**src/rtl/scene_write_arbiter.sv**
```systemverilog
// Round-robin scene arbiter: locks one producer per scene, truncates scenes longer than MAX_BEATS.
// Optional per-producer completed-scene counters are enabled with `define SCENE_ARB_STATS_EN.
module scene_write_arbiter #(
  parameter int REQ_COUNT = 2,
  parameter int MAX_BEATS = 50,
  parameter int DATA_W    = 64,
  parameter int META_W    = 8,
  parameter int LAST_BIT  = 0,
  localparam int GW = (REQ_COUNT > 1) ? $clog2(REQ_COUNT) : 1,
  localparam int BW = $clog2(MAX_BEATS + 1)
) (
  input  logic                        clk,
  input  logic                        rst,
  input  logic [REQ_COUNT-1:0]        req_valid,
  output logic [REQ_COUNT-1:0]        req_ready,
  input  logic [REQ_COUNT*DATA_W-1:0] req_data,
  input  logic [REQ_COUNT*META_W-1:0] req_metadata,
  output logic                        out_valid,
  input  logic                        out_ready,
  output logic [DATA_W-1:0]           out_data,
  output logic [META_W-1:0]           out_metadata,
  output logic [GW-1:0]               grant_idx,
  output logic                        busy,
  output logic                        overflow
`ifdef SCENE_ARB_STATS_EN
  ,
  output logic [REQ_COUNT*16-1:0]     scene_count
`endif
);

  typedef enum logic [1:0] {IDLE, LOCKED, DRAIN} state_t;

  state_t        state_q, state_d;
  logic [GW-1:0] grant_q, grant_d;
  logic [GW-1:0] rr_ptr_q, rr_ptr_d;
  logic [BW-1:0] beat_cnt_q, beat_cnt_d;
  logic          overflow_q, overflow_d;

  logic              sel_valid;
  logic [DATA_W-1:0] sel_data;
  logic [META_W-1:0] sel_meta;
  logic              sel_last;
  logic              at_cap;
  logic [GW-1:0]     next_ptr;

  logic          pick_found;
  logic [GW-1:0] pick_idx;
  logic [GW:0]   cand_sum;
  logic [GW-1:0] cand_idx;

  assign sel_valid = req_valid[grant_q];
  assign sel_data  = req_data[grant_q*DATA_W +: DATA_W];
  assign sel_meta  = req_metadata[grant_q*META_W +: META_W];
  assign sel_last  = sel_meta[LAST_BIT];
  assign at_cap    = (beat_cnt_q == BW'(MAX_BEATS - 1));
  // Explicit wrap so non-power-of-two producer counts rotate correctly.
  assign next_ptr  = (grant_q == GW'(REQ_COUNT - 1)) ? '0 : grant_q + 1'b1;

  // First requesting producer at or after rr_ptr, wrapping at REQ_COUNT.
  always_comb begin
    pick_found = 1'b0;
    pick_idx   = '0;
    cand_sum   = '0;
    cand_idx   = '0;
    for (int i = 0; i < REQ_COUNT; i++) begin
      cand_sum = {1'b0, rr_ptr_q} + (GW+1)'(i);
      if (cand_sum >= (GW+1)'(REQ_COUNT))
        cand_sum = cand_sum - (GW+1)'(REQ_COUNT);
      cand_idx = cand_sum[GW-1:0];
      if (!pick_found && req_valid[cand_idx]) begin
        pick_found = 1'b1;
        pick_idx   = cand_idx;
      end
    end
  end

  always_ff @(posedge clk or posedge rst) begin
    if (rst) begin
      state_q    <= IDLE;
      grant_q    <= '0;
      rr_ptr_q   <= '0;
      beat_cnt_q <= '0;
      overflow_q <= 1'b0;
    end else begin
      state_q    <= state_d;
      grant_q    <= grant_d;
      rr_ptr_q   <= rr_ptr_d;
      beat_cnt_q <= beat_cnt_d;
      overflow_q <= overflow_d;
    end
  end

  always_comb begin
    state_d    = state_q;
    grant_d    = grant_q;
    rr_ptr_d   = rr_ptr_q;
    beat_cnt_d = beat_cnt_q;
    overflow_d = overflow_q;
    case (state_q)
      IDLE: begin
        if (pick_found) begin
          grant_d = pick_idx;
          state_d = LOCKED;
        end
      end
      LOCKED: begin
        if (sel_valid && out_ready) begin
          if (sel_last) begin
            beat_cnt_d = '0;
            rr_ptr_d   = next_ptr;
            state_d    = IDLE;
          end else if (at_cap) begin
            // Downstream slot is full: close the scene here and swallow the remainder.
            beat_cnt_d = '0;
            overflow_d = 1'b1;
            state_d    = DRAIN;
          end else begin
            beat_cnt_d = beat_cnt_q + 1'b1;
          end
        end
      end
      DRAIN: begin
        if (sel_valid && sel_last) begin
          rr_ptr_d = next_ptr;
          state_d  = IDLE;
        end
      end
      default: state_d = IDLE;
    endcase
  end

  always_comb begin
    out_valid    = 1'b0;
    req_ready    = '0;
    out_data     = sel_data;
    out_metadata = sel_meta;
    case (state_q)
      LOCKED: begin
        out_valid          = sel_valid;
        req_ready[grant_q] = out_ready;
        if (at_cap) out_metadata[LAST_BIT] = 1'b1;
      end
      DRAIN: req_ready[grant_q] = 1'b1;
      default: ;
    endcase
  end

  assign grant_idx = grant_q;
  assign busy      = (state_q != IDLE);
  assign overflow  = overflow_q;

`ifdef SCENE_ARB_STATS_EN
  logic scene_done;

  // A truncated scene is counted at its forced-last beat, not again at the end of the drain.
  assign scene_done = (state_q == LOCKED) && sel_valid && out_ready && (sel_last || at_cap);

  for (genvar gi = 0; gi < REQ_COUNT; gi++) begin : g_stats
    logic [15:0] cnt_q;
    always_ff @(posedge clk or posedge rst) begin
      if (rst)
        cnt_q <= '0;
      else if (scene_done && (grant_q == GW'(gi)) && (cnt_q != 16'hFFFF))
        cnt_q <= cnt_q + 16'd1;
    end
    assign scene_count[gi*16 +: 16] = cnt_q;
  end
`endif

endmodule

```
**config.mk**
```make
export PLATFORM = sky130hd
export DESIGN_NAME = scene_write_arbiter
export DESIGN_NICKNAME = d
export VERILOG_FILES = /design/src/rtl/scene_write_arbiter.sv
export SDC_FILE = /design/constraint.sdc
export NUM_CORES = 1
export LEC_CHECK = 0
export CORE_AREA = 2 2 88 90
export DETAILED_ROUTE_END_ITERATION = 8
export DIE_AREA = 0 0 90 92
export GPL_TIMING_DRIVEN = 0
export PLACE_DENSITY_LB_ADDON = 0.1
export SYNTH_ARGS = -nofsm -noshare
export SYNTH_HDL_FRONTEND = slang
export SYNTH_SLANG_ARGS = --single-unit
```
**constraint.sdc**
```tcl
create_clock -name clk -period 1.4 [get_ports clk]
set_input_delay 0.14 -clock clk [delete_from_list [all_inputs] [get_ports clk]]
set_output_delay 0.14 -clock clk [all_outputs]
set_load 0.01 [all_outputs]
```
==> results of run 1 <==
stage by stage:
step | hold WS (ns) | instance area, µm²
after global routing | 0.252 | 4910
after floorplan | -0.00756 | 1620
final | 0.201 | 4910
after detailed placement | 0.456 | 4010
after global placement | 0.453 | 4010
after CTS | 0.208 | 4460
sequential cells by signal (all words and copies together), names as in the netlist:
| name | count |
|---|---|
| grant_idx | 1 |
| beat_cnt_q | 6 |
| overflow | 1 |
| state_q | 2 |
| rr_ptr_q | 1 |
final cells by class:
type | instances | area (µm²)
multi-input combinational | 131 | 1610
inverter | 7 | 26.3
buffer | 10 | 173
clock buffer | 3 | 41.3
fill | 590 | 2540
tap | 102 | 128
clock inverter | 1 | 5.00
timing repair buffer | 254 | 2650
sequential | 11 | 278
worst max path at each step:
| stage | start | end | slack, ns | cells after the start |
|---|---|---|---|---|
| after floorplan | grant_idx | rr_ptr_q | -0.09 | 5 |
| after global placement | beat_cnt_q[2] | out_metadata[0] | -0.58 | 4 |
| after detailed placement | beat_cnt_q[2] | out_metadata[0] | -0.61 | 4 |
| after CTS | grant_idx | out_data[41] | -0.32 | 5 |
| after global routing | grant_idx | state_q[1] | -0.40 | 7 |
| final | grant_idx | state_q[1] | -0.35 | 7 |
worst max-delay path: stages (launching register included):
cell	delay [ns]
dfrtp_1	0.39
buf_6	0.14
buf_12	0.13
buf_6	0.11
mux2_4	0.30
a22o_1	0.26
o211ai_2	0.21
a22o_1	0.15
repair_timing:
item,in CTS,in global routing
pin swaps,13,9
gates resized for setup,417,82
setup buffers,11,14
gates cloned,2,4
endpoints found under the setup margin,86,86
cell usage in the layout (no fill, tap or decap), types with 6 or more instances in the layout:
| cell | synthesis | routed |
|---|---|---|
| mux2_4 | 1 | 54 |
| mux2_2 | 72 | 19 |
| buf_4 | 0 | 15 |
| clkdlybuf4s50_1 | 0 | 149 |
| buf_12 | 0 | 8 |
| dfrtp_1 | 11 | 9 |
| buf_6 | 1 | 79 |
| nor2_1 | 10 | 8 |
| buf_2 | 9 | 6 |
where the power goes:
part,leakage (nW),switching (mW),internal (mW)
Combinational,2.03,2.40,4.16
Clock,0.0255,0.133,0.196
Sequential,0.142,0.0919,0.408
Total,2.19,2.63,4.76
metal layers:
metal  vias to the layer above  GRT usage [%]
li1                       1101              -
met1                      1116           26.1
met2                        83           36.5
met3                         8           4.52
met4                         0           3.59
met5                         -              0
cell families after synthesis:
logic type / synth area share [%]
and+or+nand+nor: 10.8
AOI/OAI and AO/OA: 6.54
buffers and inverters: 5.20
DFF: 17.3
adders and majority gates: 3.94
xor gates and xnor gates: 2.20
muxes: 54.0
==> impl_metrics.prom, run 1 <==
# TYPE chip_impl_metric gauge
chip_impl_metric{name="slew_violations",unit=""} 0
chip_impl_metric{name="timing.final.ws_setup",unit="ns"} -0.352
chip_impl_metric{name="worst-endpoint-arrival",unit="ns"} 1.93
chip_impl_info{name="timing.critical_path.from_type",value="flip-flop"} 1
chip_impl_metric{name="synth-async-reset-ratio",unit="%"} 100
chip_impl_metric{name="finalSetupViolCount",unit=""} 85
chip_impl_metric{name="r2r_cells",unit=""} 7
chip_impl_metric{name="rows",unit=""} 32
chip_impl_metric{name="number_of_instances_in_the_synthesized_netlist",unit=""} 159
chip_impl_metric{name="r2r_slack",unit="ns"} -0.35
chip_impl_metric{name="gp_congestion",unit=""} 0.775
chip_impl_metric{name="drc",unit=""} 0
chip_impl_info{name="cts_tree",value="done"} 1
chip_impl_metric{name="gr-usage-all-layers",unit="%"} 20.7
chip_impl_metric{name="final_antenna_net_count",unit=""} 0
chip_impl_metric{name="pre_cts_ws",unit="ns"} -0.612
chip_impl_info{name="top_layer",value="met4"} 1
chip_impl_info{name="worst_r2r_endpoint",value="state_q[1]"} 1
chip_impl_metric{name="total_of_hold_buffers_inserted_after_clock_tree_synthesis",unit=""} 0
chip_impl_metric{name="design_power_total",unit="mW"} 7.39
chip_impl_metric{name="numPlacedInstances",unit=""} 487
chip_impl_info{name="endpoint_kind",value="flip-flop"} 1
chip_impl_metric{name="cts-buffers-inserted",unit=""} 3
chip_impl_metric{name="met2_wirelength",unit="µm"} 5120
chip_impl_metric{name="die_area",unit="µm²"} 8280
chip_impl_metric{name="yosys_warnings",unit=""} 0
chip_impl_metric{name="layout-drive-gt1-share",unit="%"} 53.2
chip_impl_info{name="violations_in_the_final_reports",value="negative setup slack"} 1
chip_impl_info{name="rsz0062_at_grt",value="yes"} 1
chip_impl_metric{name="synth.ff_latch_count",unit=""} 11
chip_impl_metric{name="syn_avg_cell_area",unit="µm²"} 9.99
chip_impl_metric{name="syn-num-nets",unit=""} 313
chip_impl_metric{name="first_global_vias",unit=""} 2180
chip_impl_info{name="run_status",value="finished with violations"} 1
chip_impl_metric{name="fin_worst_skew",unit="ns"} 0.00544
chip_impl_metric{name="grt_start_max_net_pins",unit=""} 12
chip_impl_metric{name="synthDistinctLibCells",unit=""} 29
chip_impl_metric{name="post-dp-hpwl",unit="µm"} 7280
chip_impl_metric{name="maxCapViolCount",unit=""} 0
chip_impl_info{name="crit-reg2reg-launch",value="grant_idx"} 1
chip_impl_metric{name="relSlewSlack",unit="%"} 69.3
chip_impl_metric{name="route.layer.met1.wl",unit="µm"} 4120
chip_impl_metric{name="fin_crit_sh",unit="%"} 125
chip_impl_info{name="synth.top_cells.by_area",value="mux2_2, dfrtp_1, ha_1"} 1
chip_impl_metric{name="met3RoutedLength",unit="µm"} 475
chip_impl_info{name="timing.hold.worst.class",value="primary input to asynchronous set/reset pin"} 1
chip_impl_info{name="clk_root_buffer_cell",value="clkbuf_8"} 1
chip_impl_info{name="cell_with_the_most_instances_after_synthesis",value="mux2_2"} 1
chip_impl_metric{name="synth.yosys.seq_area_share",unit="%"} 17.3
chip_impl_metric{name="core_region_area",unit="µm²"} 7450
chip_impl_metric{name="route.vias.total",unit=""} 2308
chip_impl_metric{name="pwr_density_cell",unit="nW/µm²"} 1510
chip_impl_metric{name="utilization",unit="%"} 65.9
chip_impl_metric{name="routed_wire_length_per_instance",unit="µm"} 19.0
chip_impl_metric{name="htree_num_levels",unit=""} 1
chip_impl_metric{name="n_antenna_cell",unit=""} 0
chip_impl_metric{name="floorplan.die.height",unit="µm"} 92
chip_impl_info{name="post_synth_most_frequent_cells",value="mux2_2, dfrtp_1, nor2_1"} 1
chip_impl_metric{name="netlist.area_leader.share",unit="%"} 51.0
chip_impl_metric{name="hold_viol",unit=""} 0
chip_impl_metric{name="setup-tns-final",unit="ns"} -20.28
chip_impl_metric{name="clk-insertion-delay-late",unit="ns"} 0.25
chip_impl_metric{name="cts.path.max_buffers",unit=""} 2
chip_impl_metric{name="nets",unit=""} 572
chip_impl_metric{name="drt_first_iter_violations",unit=""} 32
chip_impl_info{name="synth_area_leader_cell",value="mux2_2"} 1
chip_impl_metric{name="edff_count_synth",unit=""} 0
chip_impl_metric{name="detail_route.vias_per_cell",unit=""} 4.45
chip_impl_metric{name="crit_required",unit="ns"} 1.58
chip_impl_metric{name="top_level_ports",unit=""} 227
chip_impl_metric{name="crit_fanout",unit=""} 5
chip_impl_metric{name="number_of_antenna_violations_at_the_first_check_in_global_routing",unit=""} 0
chip_impl_metric{name="timing.final.crit_period",unit="ns"} 1.75
chip_impl_metric{name="synthesis.area",unit="µm²"} 1590
chip_impl_metric{name="first_pass_iters",unit=""} 4
chip_impl_info{name="postSynth.topFlopCell",value="dfrtp_1"} 1
chip_impl_metric{name="die_width",unit="µm"} 90
chip_impl_metric{name="cts.clk_slew.worst_paths",unit="ns"} 0.06
chip_impl_metric{name="grt_overflow",unit=""} 0
chip_impl_metric{name="buffer_ports.inserted",unit=""} 226
chip_impl_metric{name="grt_first_pass_wirelength",unit="µm"} 13600
chip_impl_metric{name="sum_of_routed_wire_length_over_all_layers",unit="µm"} 9840
chip_impl_metric{name="leakage",unit="nW"} 2.19
chip_impl_metric{name="worst_slew_pin_slew",unit="ns"} 0.461
chip_impl_info{name="worst_setup_path_type",value="flip-flop to flip-flop"} 1
chip_impl_metric{name="area.growth.synth_to_final",unit="%"} 209
chip_impl_metric{name="vdd.ir_drop.worst",unit="µV"} 786
chip_impl_metric{name="cts_num_sinks",unit=""} 11
chip_impl_metric{name="max_freq",unit="MHz"} 571
chip_impl_metric{name="post_layout_nonfiller_instances",unit=""} 519
chip_impl_metric{name="floorplan.initialDensity",unit="%"} 21.3
No activity file was read; power rests on OpenSTA's default activity.
==> run 2, diff against run 1 <==
- SLEW_MARGIN: default -> 10
==> results of run 2 <==
The final DEF is identical to that of run 1; final timing and power are the same.
==> run 3, diff against run 2 <==
- GPL_ROUTABILITY_DRIVEN: default -> 0
==> results of run 3 <==
The final DEF is identical to that of run 1; final timing and power are the same.
